--- src/rtl/dmio_access_pkg.sv ---
// Shared encodings and helpers for the DMIO access master: transfer sizes,
// controller states, IO region base and the byte-lane enable function.
package dmio_access_pkg;

    localparam logic [1:0] SZ_B = 2'd0;
    localparam logic [1:0] SZ_H = 2'd1;
    localparam logic [1:0] SZ_W = 2'd2;
    localparam logic [1:0] SZ_D = 2'd3;

    localparam logic [63:0] IO_BASE_DEFAULT = 64'h1000;

    typedef enum logic [1:0] {
        IDLE = 2'd0,
        RD   = 2'd1,
        WR   = 2'd2,
        RESP = 2'd3
    } dmioState_e;

    // Byte-enable for a naturally aligned access of 2^size bytes at lane off.
    function automatic logic [7:0] laneMask(input logic [1:0] size, input logic [2:0] off);
        logic [7:0] base;
        case (size)
            SZ_B:    base = 8'h01;
            SZ_H:    base = 8'h03;
            SZ_W:    base = 8'h0F;
            default: base = 8'hFF;
        endcase
        return base << off;
    endfunction

endpackage

--- src/rtl/dmio_lane_unit.sv ---
// Combinational byte-lane datapath: extracts and extends load fields from a
// 64-bit line, and merges store bytes into a line for read-modify-write.
module dmio_lane_unit
    import dmio_access_pkg::*;
(
    input  logic [63:0] line,
    input  logic [2:0]  off,
    input  logic [1:0]  size,
    input  logic        isSigned,
    input  logic [63:0] wdata,
    output logic [63:0] loadData,
    output logic [63:0] mergedLine
);

    logic [63:0] shifted;
    logic [63:0] wdataShifted;
    logic [7:0]  mask;

    always_comb begin
        shifted      = line >> {off, 3'b000};
        wdataShifted = wdata << {off, 3'b000};
        mask         = laneMask(size, off);

        case (size)
            SZ_B:    loadData = {{56{isSigned & shifted[7]}},  shifted[7:0]};
            SZ_H:    loadData = {{48{isSigned & shifted[15]}}, shifted[15:0]};
            SZ_W:    loadData = {{32{isSigned & shifted[31]}}, shifted[31:0]};
            default: loadData = shifted;
        endcase

        // NOTE: default first so every bit of a combinational output is always written; no latch.
        mergedLine = line;
        for (int i = 0; i < 8; i++) begin
            if (mask[i]) begin
                mergedLine[i*8 +: 8] = wdataShifted[i*8 +: 8];
            end
        end
    end

endmodule

--- src/rtl/dmio_access_master.sv ---
// Initiator for the DMIO data-memory/IO port: takes core load/store requests,
// runs the DMIO read and/or write cycle and returns a response.
module dmio_access_master
    import dmio_access_pkg::*;
#(
    parameter int                ADDR_W  = 64,
    parameter int                DATA_W  = 64,
    parameter logic [ADDR_W-1:0] IO_BASE = ADDR_W'(IO_BASE_DEFAULT)
) (
    input  logic              clk,
    input  logic              rst,
    input  logic              req_valid,
    output logic              req_ready,
    input  logic              req_write,
    input  logic [1:0]        req_size,
    input  logic              req_signed,
    input  logic [ADDR_W-1:0] req_addr,
    input  logic [DATA_W-1:0] req_wdata,
    output logic              resp_valid,
    input  logic              resp_ready,
    output logic [DATA_W-1:0] resp_rdata,
    output logic              resp_err,
    output logic [ADDR_W-1:0] direccion,
    output logic [DATA_W-1:0] dataWrite,
    output logic              memWr,
    input  logic [DATA_W-1:0] dataRead
);

    dmioState_e        state, stateNext;
    logic [ADDR_W-1:0] addrQ;
    logic [1:0]        sizeQ;
    logic              writeQ, signedQ, errQ;
    logic [DATA_W-1:0] wdataQ, lineQ;

    logic              accept, misaligned, illegalIo;
    logic [DATA_W-1:0] loadData, mergedLine;
    logic [ADDR_W-1:0] alignedAddr;

    assign accept      = req_valid & req_ready;
    assign alignedAddr = {addrQ[ADDR_W-1:3], 3'b000};
    assign illegalIo   = (req_addr >= IO_BASE) && (req_size != SZ_D);

    always_comb begin
        case (req_size)
            SZ_B:    misaligned = 1'b0;
            SZ_H:    misaligned = req_addr[0];
            SZ_W:    misaligned = |req_addr[1:0];
            default: misaligned = |req_addr[2:0];
        endcase
    end

    // NOTE: sequential state uses non-blocking assignments so all flops update together at the edge.
    always_ff @(posedge clk or posedge rst) begin
        if (rst) begin
            state <= IDLE;
        end else begin
            state <= stateNext;
        end
    end

    always_ff @(posedge clk or posedge rst) begin
        if (rst) begin
            addrQ   <= '0;
            sizeQ   <= SZ_B;
            writeQ  <= 1'b0;
            signedQ <= 1'b0;
            errQ    <= 1'b0;
            wdataQ  <= '0;
            lineQ   <= '0;
        end else begin
            if (accept) begin
                addrQ   <= req_addr;
                sizeQ   <= req_size;
                writeQ  <= req_write;
                signedQ <= req_signed;
                errQ    <= misaligned | illegalIo;
                wdataQ  <= req_wdata;
            end
            if (state == RD) begin
                lineQ <= dataRead;
            end
        end
    end

    dmio_lane_unit u_lane (
        .line       (lineQ),
        .off        (addrQ[2:0]),
        .size       (sizeQ),
        .isSigned   (signedQ),
        .wdata      (wdataQ),
        .loadData   (loadData),
        .mergedLine (mergedLine)
    );

    // memWr is decoded from state, so an async reset drops it immediately.
    always_comb begin
        stateNext  = state;
        req_ready  = 1'b0;
        resp_valid = 1'b0;
        resp_err   = 1'b0;
        resp_rdata = '0;
        direccion  = '0;
        dataWrite  = '0;
        memWr      = 1'b0;

        case (state)
            IDLE: begin
                req_ready = 1'b1;
                if (req_valid) begin
                    if (misaligned || illegalIo) begin
                        stateNext = RESP;
                    end else if (req_write && (req_size == SZ_D)) begin
                        stateNext = WR;
                    end else begin
                        stateNext = RD;
                    end
                end
            end
            RD: begin
                direccion = alignedAddr;
                stateNext = writeQ ? WR : RESP;
            end
            WR: begin
                direccion = alignedAddr;
                dataWrite = mergedLine;
                memWr     = 1'b1;
                stateNext = RESP;
            end
            RESP: begin
                resp_valid = 1'b1;
                resp_err   = errQ;
                resp_rdata = (errQ || writeQ) ? '0 : loadData;
                if (resp_ready) begin
                    stateNext = IDLE;
                end
            end
            default: stateNext = IDLE;
        endcase
    end

endmodule

--- config.mk ---
export PLATFORM = sky130hd
export DESIGN_NAME = dmio_access_master
export DESIGN_NICKNAME = d
export VERILOG_FILES = /design/src/rtl/dmio_access_pkg.sv /design/src/rtl/dmio_lane_unit.sv /design/src/rtl/dmio_access_master.sv
export SDC_FILE = /design/constraint.sdc
export NUM_CORES = 1
export LEC_CHECK = 0
export ABC_AREA = 1
export CAP_MARGIN = 20
export CORE_MARGIN = 4
export CORE_UTILIZATION = 50
export DETAILED_ROUTE_END_ITERATION = 8
export GPL_TIMING_DRIVEN = 0
export PLACE_DENSITY = 0.83
export SLEW_MARGIN = 20
export SYNTH_ARGS = -nofsm -noshare
export SYNTH_HDL_FRONTEND = slang
export SYNTH_HIERARCHICAL = 1
export SYNTH_SLANG_ARGS = --single-unit
--- constraint.sdc ---
create_clock -name clk -period 7.6 [get_ports clk]
set_clock_uncertainty 0.2 [all_clocks]
set_input_delay 1.52 -clock clk [delete_from_list [all_inputs] [get_ports clk]]
set_output_delay 1.52 -clock clk [all_outputs]
set_load 0.1 [all_outputs]
==> results.sh <==
export IMPL_vias_per_cell=5.74
export IMPL_dieArea_um2=31400
export IMPL_cts_buffer_depth=2
export IMPL_max_cap_violations=0
export IMPL_initialDrtViolationCount=2008
export IMPL_synth_simple_gate_area_share_pct=27.1
export IMPL_wl_per_cell_um=23.5
export IMPL_layout_common_cells="649 x nand2_1, 392 x clkdlybuf4s50_1, 256 x inv_1"
export IMPL_period_share_pct=77.8
export IMPL_synth_top_family_by_area="simple AND/OR/NAND/NOR gates"
export IMPL_drc=0
export IMPL_die_h_um=177
export IMPL_place_congestion=1.06
export IMPL_yosys_area_share_adder_pct=0.350
export IMPL_synthFlopType="dfrtp_1"
export IMPL_cts_setup_buffers=0
export IMPL_setup_violations=0
export IMPL_start_util_pct=51.1
export IMPL_port_buffers=392
export IMPL_place_detailed_hpwl_mm=51.9
export IMPL_path_max_fanout=10
export IMPL_rsz0062_at_grt="no"
export IMPL_cts_sinks=199
export IMPL_ant_nets=0
export IMPL_cts_root_buf="clkbuf_16"
export IMPL_syn_to_final_growth_pct=35.4
export IMPL_grtUsageTotal_pct=40.7
export IMPL_synth_area_mux_share_pct=17.4
export IMPL_layout_drive_gt1_share_pct=14.6
export IMPL_ctsResizeCount=0
export IMPL_syn_area_per_cell_um2=7.34
export IMPL_cts_hold_buf=0
export IMPL_pin_count=396
export IMPL_syn_inst=1949
export IMPL_hold_viol_final=0
export IMPL_seq_area_frac_synth_pct=34.8
export IMPL_synthXorXnorAreaFrac_pct=0
export IMPL_cts_buffers=17
export IMPL_synth_compound_area_share_pct=7.97
export IMPL_crit_path_start_kind="flop"
export IMPL_cts_tree="done"
export IMPL_fill_cells=2269
export IMPL_ys_async_sr_fraction_pct=100
export IMPL_grt_remaining_overflow=0
export IMPL_yosysUniqueCellTypes=35
export IMPL_placed_cell_area_um2=18700
export IMPL_die_x_um=177
export IMPL_rows=61
export IMPL_grt_max_degree=102
export IMPL_fmax_ghz=0.169
export IMPL_critical_path_class="flop to primary output"
export IMPL_yosys_warnings=6
export IMPL_synthTopCellsByArea="dfrtp_1 35%, nand2_1 17%, mux2_4 9.0%"
export IMPL_grt_first_pass_wirelength_mm=95.6
export IMPL_tightest_slew_ps=1170
export IMPL_fin_crit_ps=5910
export IMPL_design_core_area_um2=28000
export IMPL_insertion_delay_ps=450
export IMPL_cts_clk_slew_worst_paths_ps=70
export IMPL_status="complete, no violations"
export IMPL_synth_cell_area_um2=14300
export IMPL_grt_pass1_vias=15897
export IMPL_synth_enable_flop_cells=0
export IMPL_mostFrequentLayoutCell="nand2_1"
export IMPL_endpoint_kind="primary output"
export IMPL_htree_levels=4
export IMPL_hp_class="flop to flop"
export IMPL_drt_total_wl_mm=64.9
export IMPL_slew_headroom_pct=21.4
export IMPL_synth_top_area_share_pct=34.8
export IMPL_nets=2567
export IMPL_yosysTopAreaCell="dfrtp_1"
export IMPL_antenna_found_initial=1
export IMPL_final_cell_area_um2=19400
export IMPL_arrival_ps=4190
export IMPL_ys_seq_elements=199
export IMPL_drt_first_pass_iters=6
export IMPL_slew_viol_final=0
export IMPL_vias=15807
export IMPL_r2r_slack_ps=5370
export IMPL_cp_required_ps=5880
metrics by stage:
stage                     setup TNS, ps  worst slack [ps]  cells  util, %  hold slack, ps
after floorplan                       0               454   1951        -             253
after global placement          -375770             -1920   2721     66.8             272
after detailed placement              0              2340   2722     66.9             279
after CTS                             0              1850   2754     69.1             299
after global routing                  0              1690   2754     69.1             325
final                                 0              1690   2756     69.1             296
cell usage after synthesis, types with 3 or more instances:
cell type,n
inv_2,7
nand2_2,3
buf_2,40
o22ai_1,9
buf_4,15
buf_6,22
nand2_1,649
nand3_1,105
mux2_2,107
nor2_1,123
nand4_1,31
ha_1,4
o21ai_1,23
inv_1,257
buf_1,7
o21ai_0,149
or2_2,23
o211ai_1,13
mux2_4,86
dfrtp_1,199
a21oi_1,19
clkbuf_1,43
cell type report:
cell class | instances | area (um^2) | area share (%)
antenna | 2 | 5.00 | 0.0258
buffer | 128 | 763 | 3.94
clock buffer | 18 | 439 | 2.27
clock inverter | 14 | 180 | 0.930
inverter | 265 | 1000 | 5.17
multi-input combinational | 1359 | 7570 | 39.1
sequential | 199 | 4980 | 25.7
tap | 378 | 473 | 2.44
timing repair buffer | 393 | 3950 | 20.4
sequential cells by signal (all words and copies together) (netlist names):
| name | count |
|---|---|
| addrQ | 64 |
| errQ | 1 |
| lineQ | 64 |
| signedQ | 1 |
| sizeQ | 2 |
| state | 2 |
| wdataQ | 64 |
| writeQ | 1 |
worst paths after layout:
| kind | from | end | depth (start not counted) |
|---|---|---|---|
| min | addrQ[1] | addrQ[1] | 2 |
| max | addrQ[0] | dataWrite[32] | 12 |
| min in group asynchronous | rst | addrQ[60] | 2 |
| min reg2reg | addrQ[1] | addrQ[1] | 2 |
| max in group asynchronous | rst | lineQ[61] | 3 |
| max reg2reg | state[1] | lineQ[39] | 5 |
metal layers:
metal,track usage [%],part of all wire [%]
met4,18.4,5.1
met1,50.8,37
met3,11.2,11
met5,0,0
met2,66.2,46
kinds of logic (layout without fill, tap and decap cells):
| kind of cell | Yosys count | in the layout |
|---|---|---|
| other cells | 1 | 5 |
| simple gates | 943 | 943 |
| flops | 199 | 199 |
| buf+inv | 393 | 818 |
| mux | 193 | 193 |
| fa+ha+maj | 4 | 4 |
| compound gates | 216 | 216 |
critical path, cell delays in order, from the launching register on:
cell and delay (ps):
dfrtp_1 420, inv_1 90, buf_4 170, buf_4 230, a21oi_1 100, o21ai_0 630, nand2_2 290, inv_2 230
nand2_1 160, nand2_1 100, nand2_1 70, inv_1 110, clkdlybuf4s50_1 1130
Power is left out: the tool's default activity adds up to more than one toggle a clock period on the data nets, which glitch-free logic cannot reach.
==> edit 1 (same flow settings) <==
Reset style: synchronous (`rst`), changed in 2 clocked blocks. Comments in the files are not updated.
--- a/src/rtl/dmio_access_master.sv
+++ b/src/rtl/dmio_access_master.sv
@@ -50,7 +50,7 @@
     end
 
     // NOTE: sequential state uses non-blocking assignments so all flops update together at the edge.
-    always_ff @(posedge clk or posedge rst) begin
+    always_ff @(posedge clk) begin
         if (rst) begin
             state <= IDLE;
         end else begin
@@ -58,7 +58,7 @@
         end
     end
 
-    always_ff @(posedge clk or posedge rst) begin
+    always_ff @(posedge clk) begin
         if (rst) begin
             addrQ   <= '0;
             sizeQ   <= SZ_B;
Behaviour: differs if rst is asserted again (counterexample within 4 cycles, from zero or initial values and one cycle with rst high); with rst held inactive, the same outputs for 4 cycles.
==> edit 1 against the original RTL <==
Synthesized cell count is 22% higher. Routed wire length is 1.6% lower. Final area fell by 5.1%. Fmax is 2.9% higher. Synthesized area decreased by 6.3%. Global-route usage grew 0.80 points. Hold slack worse by 0.0077 ns. Die area is 6.0% lower. Sequential cell count unchanged. Setup slack improved by 0.17 ns. Critical path type unchanged. Critical endpoint is now dataWrite[54].
==> edit 1: results (changes against the original RTL) <==
[setup_path]
slowest_stage=clkdlybuf4s50_1
critPathTopFamily=buffers and inverters
reg2regPathDepth=8  ; +3
r2r-end=lineQ[33]$_SDFFE_PP0N_
rrSetupSlack_ns=5.39  ; +0.02 ns
slowest_delay_ns=1.15  ; +0.02 ns
crit_start=addrQ[0]$_SDFFE_PP0P_
critical_path_arrival_ns=4.02  ; -0.17 ns
critical_path.max_fanout=10  ; unchanged
timing.rr.start=state[1]$_SDFFE_PP0P_

[global_routing]
antenna_found_initial=2  ; +1
grt_pass1_vias=16800  ; +5.6%
grt_max_degree=23  ; -77%
grt_pass1_wl_um=93400  ; -2.3%
track_usage_pct=41.5  ; +0.80 points

[route]
drt_iter0_drc=2319  ; +15%
drt-total-wl_um=63900  ; -1.6%
vias_per_cell=5.63  ; -1.9%
drtPass1Iterations=7  ; +1

[min_path]
hp-start=addrQ[12]$_SDFFE_PP0P_
worstHoldEndpoint=addrQ[12]$_SDFFE_PP0P_
hp-class=reg -> reg
hold_depth=2  ; unchanged

[clock_network]
cts_inserted_buffers=17  ; unchanged
clk_path_buf_depth=2  ; unchanged
h-tree-depth=4  ; unchanged
clock_latency_ns=0.43  ; -0.02 ns
cts_root_buffer=clkbuf_16
clkTransAtPathRegs_ns=0.09  ; +0.02 ns
cts_resized=0  ; unchanged
post_cts_buffers=0  ; unchanged

[power]
peakVddDrop_mv=0.408
power_leakage_nw=8.65

[place]
io_buffers=392  ; unchanged
hpwl_um=52200  ; +0.40%
place.gp.congestion=1.08  ; +2.6%

[synth]
ys_top_cells_by_area=dfxtp_1 30%, nand2_1 18%, nor2_1 14%, o21ai_0 9.8%, inv_1 7.1%
yosys-top-cells-count=640 x nand2_1, 514 x nor2_1, 263 x o21ai_0, 252 x inv_1, 199 x dfxtp_1
synth_warnings=6  ; unchanged
yosys.cell_types.count=34  ; -2.9%
async_reset_ff_share_pct=0  ; -100 points
ys_seq_area_share_pct=29.7  ; -5.1 points

[timing]
tightest_slew_ns=1.06  ; -0.110 ns

[layout]
drive_gt1_share_pct=6.14  ; -8.5 points
fin_nets=2991  ; +17%
reg.largest.list=addrQ: 64 flops, lineQ: 64 flops, wdataQ: 64 flops

[outcome]
status=finished clean

## edit 1: cell count changes after synthesis, sizes merged, moves of 26 or more
cell,change
o21ai,+194
dfrtp,-199
dfxtp,+199
mux2,-190
nor2,+391
clkbuf,+26
## edit 1: cell type report
class	instances	area (sq um)
repair buffers	392	3920
inverters	262	983
plain buffers	169	918
multi-input cells	1746	7520
fillers	2261	7820
well taps	335	419
clock inverters	15	201
flip-flops and latches	199	3980
diodes	2	5.00
clock buffers	17	425
## edit 1: cell families after synthesis
family                     share of synthesized area, %
and+or+nand+nor                                    39.7
adders and majority gates                         0.373
DFF                                                29.7
buffers and inverters                              14.2
other                                            0.0280
muxes                                             0.252
AOI/OAI and AO/OA                                  15.8
## edit 1: worst reg2reg max path, stage by stage, from the launching register on
cell and delay [ns]:
dfxtp_1 0.35, inv_1 0.08, ha_1 0.25, buf_2 0.34, inv_1 0.10, buf_4 0.22
buf_2 0.20, nor2_1 0.29, nor2_1 0.09
## edit 1: layer usage
layer,share of wire [%],global-route usage (%),vias to the layer above
li1,-,-,8191
met3,11,8.78,286
met2,45,69.3,1280
met1,36,48.4,7889
met4,7.5,26.5,0
met5,0,0,-
## edit 1: power by group
part / switching, W / internal, W
clock network: 0.000521 / 0.000457
registers: 0.000366 / 0.00138
logic: 0.00369 / 0.00128
total: 0.00458 / 0.00312
## edit 1: worst max path at each step
stage	depth (start not counted)	to
after floorplan	4	resp_rdata[0]
after global placement	11	resp_rdata[11]
after detailed placement	11	resp_rdata[11]
after CTS	11	resp_rdata[11]
after global routing	13	dataWrite[54]
final	13	dataWrite[54]
## edit 1: per-stage QoR
step	std cells	util (%)	setup slack [ns]	hold WS, ns	instance area, sq um
2_1_floorplan	2376	-	2.80	0.254	13400
3_3_place_gp	3103	67.7	2.51	0.261	17800
3_5_place_dp	3103	67.7	2.52	0.271	17800
4_1_cts	3135	70.1	2.03	0.290	18400
5_1_grt	3137	70.2	1.74	0.306	18400
6_report	3137	70.2	1.86	0.289	18400
==> edit 2 (same settings) <==
Without the edit above. Change the parameter `ADDR_W` from 64 to 128.
--- a/src/rtl/dmio_access_master.sv
+++ b/src/rtl/dmio_access_master.sv
@@ -3,7 +3,7 @@
 module dmio_access_master
     import dmio_access_pkg::*;
 #(
-    parameter int                ADDR_W  = 64,
+    parameter int                ADDR_W  = 128,
     parameter int                DATA_W  = 64,
     parameter logic [ADDR_W-1:0] IO_BASE = ADDR_W'(IO_BASE_DEFAULT)
 ) (
Ports: changed (resized direccion and req_addr); port bits go from 396 to 524. No check against the original RTL was run, so the function may have changed too.
==> edit 2 against the original RTL <==
Via count grew 23%. Final area rose by 27%. Setup slack got worse by 0.18 ns. Synthesized area increased by 23%. Register-to-register slack worse by 0.05 ns. Critical path type unchanged. Routed wire length up 29%. Highest routed layer is now met5. Sequential cell count is 64 higher. Core utilization grew 1.8 points. Critical endpoint is now dataWrite[34].
Power is not shown: default switching activity piles up to over one toggle a cycle in this logic, so the estimate is an artifact.
==> edit 2: results (changes against the original RTL) <==
[clock_network]
ctsHoldBuffers=0  ; unchanged
h-tree-depth=1  ; -3
post_cts_buffers=0  ; unchanged
cts_root_buffer=clkbuf_16
cts_inserted_buffers=29  ; +12
clkTransAtPathRegs_ns=0.07  ; about the same
clk_path_buf_depth=3  ; +1
cts_resized=0  ; unchanged
clock_latency_ns=0.57  ; +0.12 ns

[synth]
async_reset_ff_share_pct=100  ; unchanged
yosys-top-cells-count=756 x nand2_1, 347 x inv_1, 263 x dfrtp_1, 175 x o21ai_0, 160 x nor2_1
ys.flop_type=dfrtp_1
muxShareOfSynthArea_pct=16.9  ; -0.57 points
synth_compound_area_share_pct=7.27  ; -0.70 points
yosys.cell_types.count=37  ; +5.7%
yosys.area_share.adder_pct=0.285  ; -0.065 points
ys_seq_area_share_pct=37.5  ; +2.6 points
synth_warnings=6  ; unchanged
ys_top_cells_by_area=dfrtp_1 37%, nand2_1 16%, mux2_4 8.5%, inv_1 7.4%, mux2_2 6.3%
synth_xor_area_share_pct=0  ; unchanged

[layout]
fin_nets=3170  ; +23%
reg.largest.list=addrQ: 128 flops, lineQ: 64 flops, wdataQ: 64 flops
drive_gt1_share_pct=13.2  ; -1.4 points
fill_cells=2560  ; +13%

[place]
io_buffers=520  ; +33%
place.gp.congestion=1.04  ; -1.5%
hpwl_um=66300  ; +28%

[min_path]
hold_depth=2  ; unchanged
hp-start=addrQ[7]$_DFFE_PP0P_
worstHoldEndpoint=addrQ[7]$_DFFE_PP0P_
hp-class=reg -> reg

[floorplanning]
die_area_sq_um=38200  ; +22%

[setup_path]
critical_path_arrival_ns=4.37  ; +0.18 ns
timing.rr.start=state[0]$_DFFE_PP0P_
critical_path.max_fanout=10  ; unchanged
slowest_stage=clkdlybuf4s50_1
slowest_delay_ns=1.26  ; +0.13 ns
r2r-end=addrQ[11]$_DFFE_PP0P_
rrSetupSlack_ns=5.32  ; -0.05 ns
reg2regPathDepth=6  ; +1

[global_routing]
grt_max_degree=36  ; -65%
grt_pass1_vias=19700  ; +24%
antenna_found_initial=30  ; +29
track_usage_pct=41.5  ; +0.80 points
grt_pass1_wl_um=121000  ; +27%

[timing]
slew_headroom_pct=20.3  ; -1.1 points

[outcome]
status=finished clean

[route]
drtPass1Iterations=7  ; +1
drt_iter0_drc=2115  ; +5.3%
via_count=19400  ; +23%
drt-total-wl_um=83800  ; +29%

## edit 2: cell count changes after synthesis, moves of 14 or more
cell     unedited run  this run
nor2_1            123       160
dfrtp_1           199       263
inv_1             257       347
mux2_4             86       100
nand2_1           649       756
mux2_1              0        32
o21ai_0           149       175
## edit 2: how the worst max path moves through the flow
stage | start | slack (ns) | end | depth (start not counted)
6_report | addrQ[0]$_DFFE_PP0P_ | 1.51 | dataWrite[34] | 12
5_1_grt | addrQ[0]$_DFFE_PP0P_ | 1.46 | dataWrite[34] | 12
4_1_cts | addrQ[0]$_DFFE_PP0P_ | 1.68 | dataWrite[34] | 12
3_5_place_dp | addrQ[0]$_DFFE_PP0P_ | 2.30 | dataWrite[34] | 12
3_3_place_gp | rst | 0.66 | lineQ[56]$_DFFE_PP0N_ | 2
2_1_floorplan | rst | 2.41 | addrQ[0]$_DFFE_PP0P_ | 1
## edit 2: kinds of logic (layout without fill, tap and decap cells)
group	count (synthesis)	in the layout
mux	230	230
other cells	1	31
fa+ha+maj	4	4
simple gates	1100	1100
buf+inv	500	1078
flops	263	263
compound gates	243	243
## edit 2: metal layers
layer	up-vias	GRT usage, %	wire (um)
met2	1426	68.0	38700
met1	9164	50.0	30000
met3	351	8.71	8410
li1	8440	-	-
met5	-	0	69
met4	10	25.9	6610
## edit 2: stage by stage
stage | cells | cell area [sq um] | hold slack, ns | util (%) | setup slack, ns
floorplan | 2343 | 17600 | 0.253 | - | 2.41
global placement | 3318 | 23400 | 0.268 | 67.4 | 0.661
detailed placement | 3326 | 23500 | 0.281 | 67.9 | 2.30
CTS | 3376 | 24500 | 0.294 | 70.7 | 1.68
global route | 3401 | 24600 | 0.307 | 70.9 | 1.46
finish | 3404 | 24600 | 0.296 | 70.9 | 1.51
## edit 2: final cells by class
cell class / count / area (sq um) / area share (%)
clock buffers: 38 / 820 / 3.34
inverters: 355 / 1340 / 5.44
plain buffers: 145 / 875 / 3.56
flip-flops and latches: 263 / 6580 / 26.8
multi-input cells: 1580 / 8790 / 35.8
well taps: 455 / 569 / 2.32
clock inverters: 12 / 150 / 0.611
diodes: 28 / 70.1 / 0.285
repair buffers: 528 / 5370 / 21.9
## edit 2: critical path: cells and delay by family (launching register included)
kind | cells | cell delay, ns
DFF | 1 | 0.42
AOI/OAI and AO/OA | 2 | 0.50
buffers and inverters | 5 | 2.36
and+or+nand+nor | 5 | 0.49
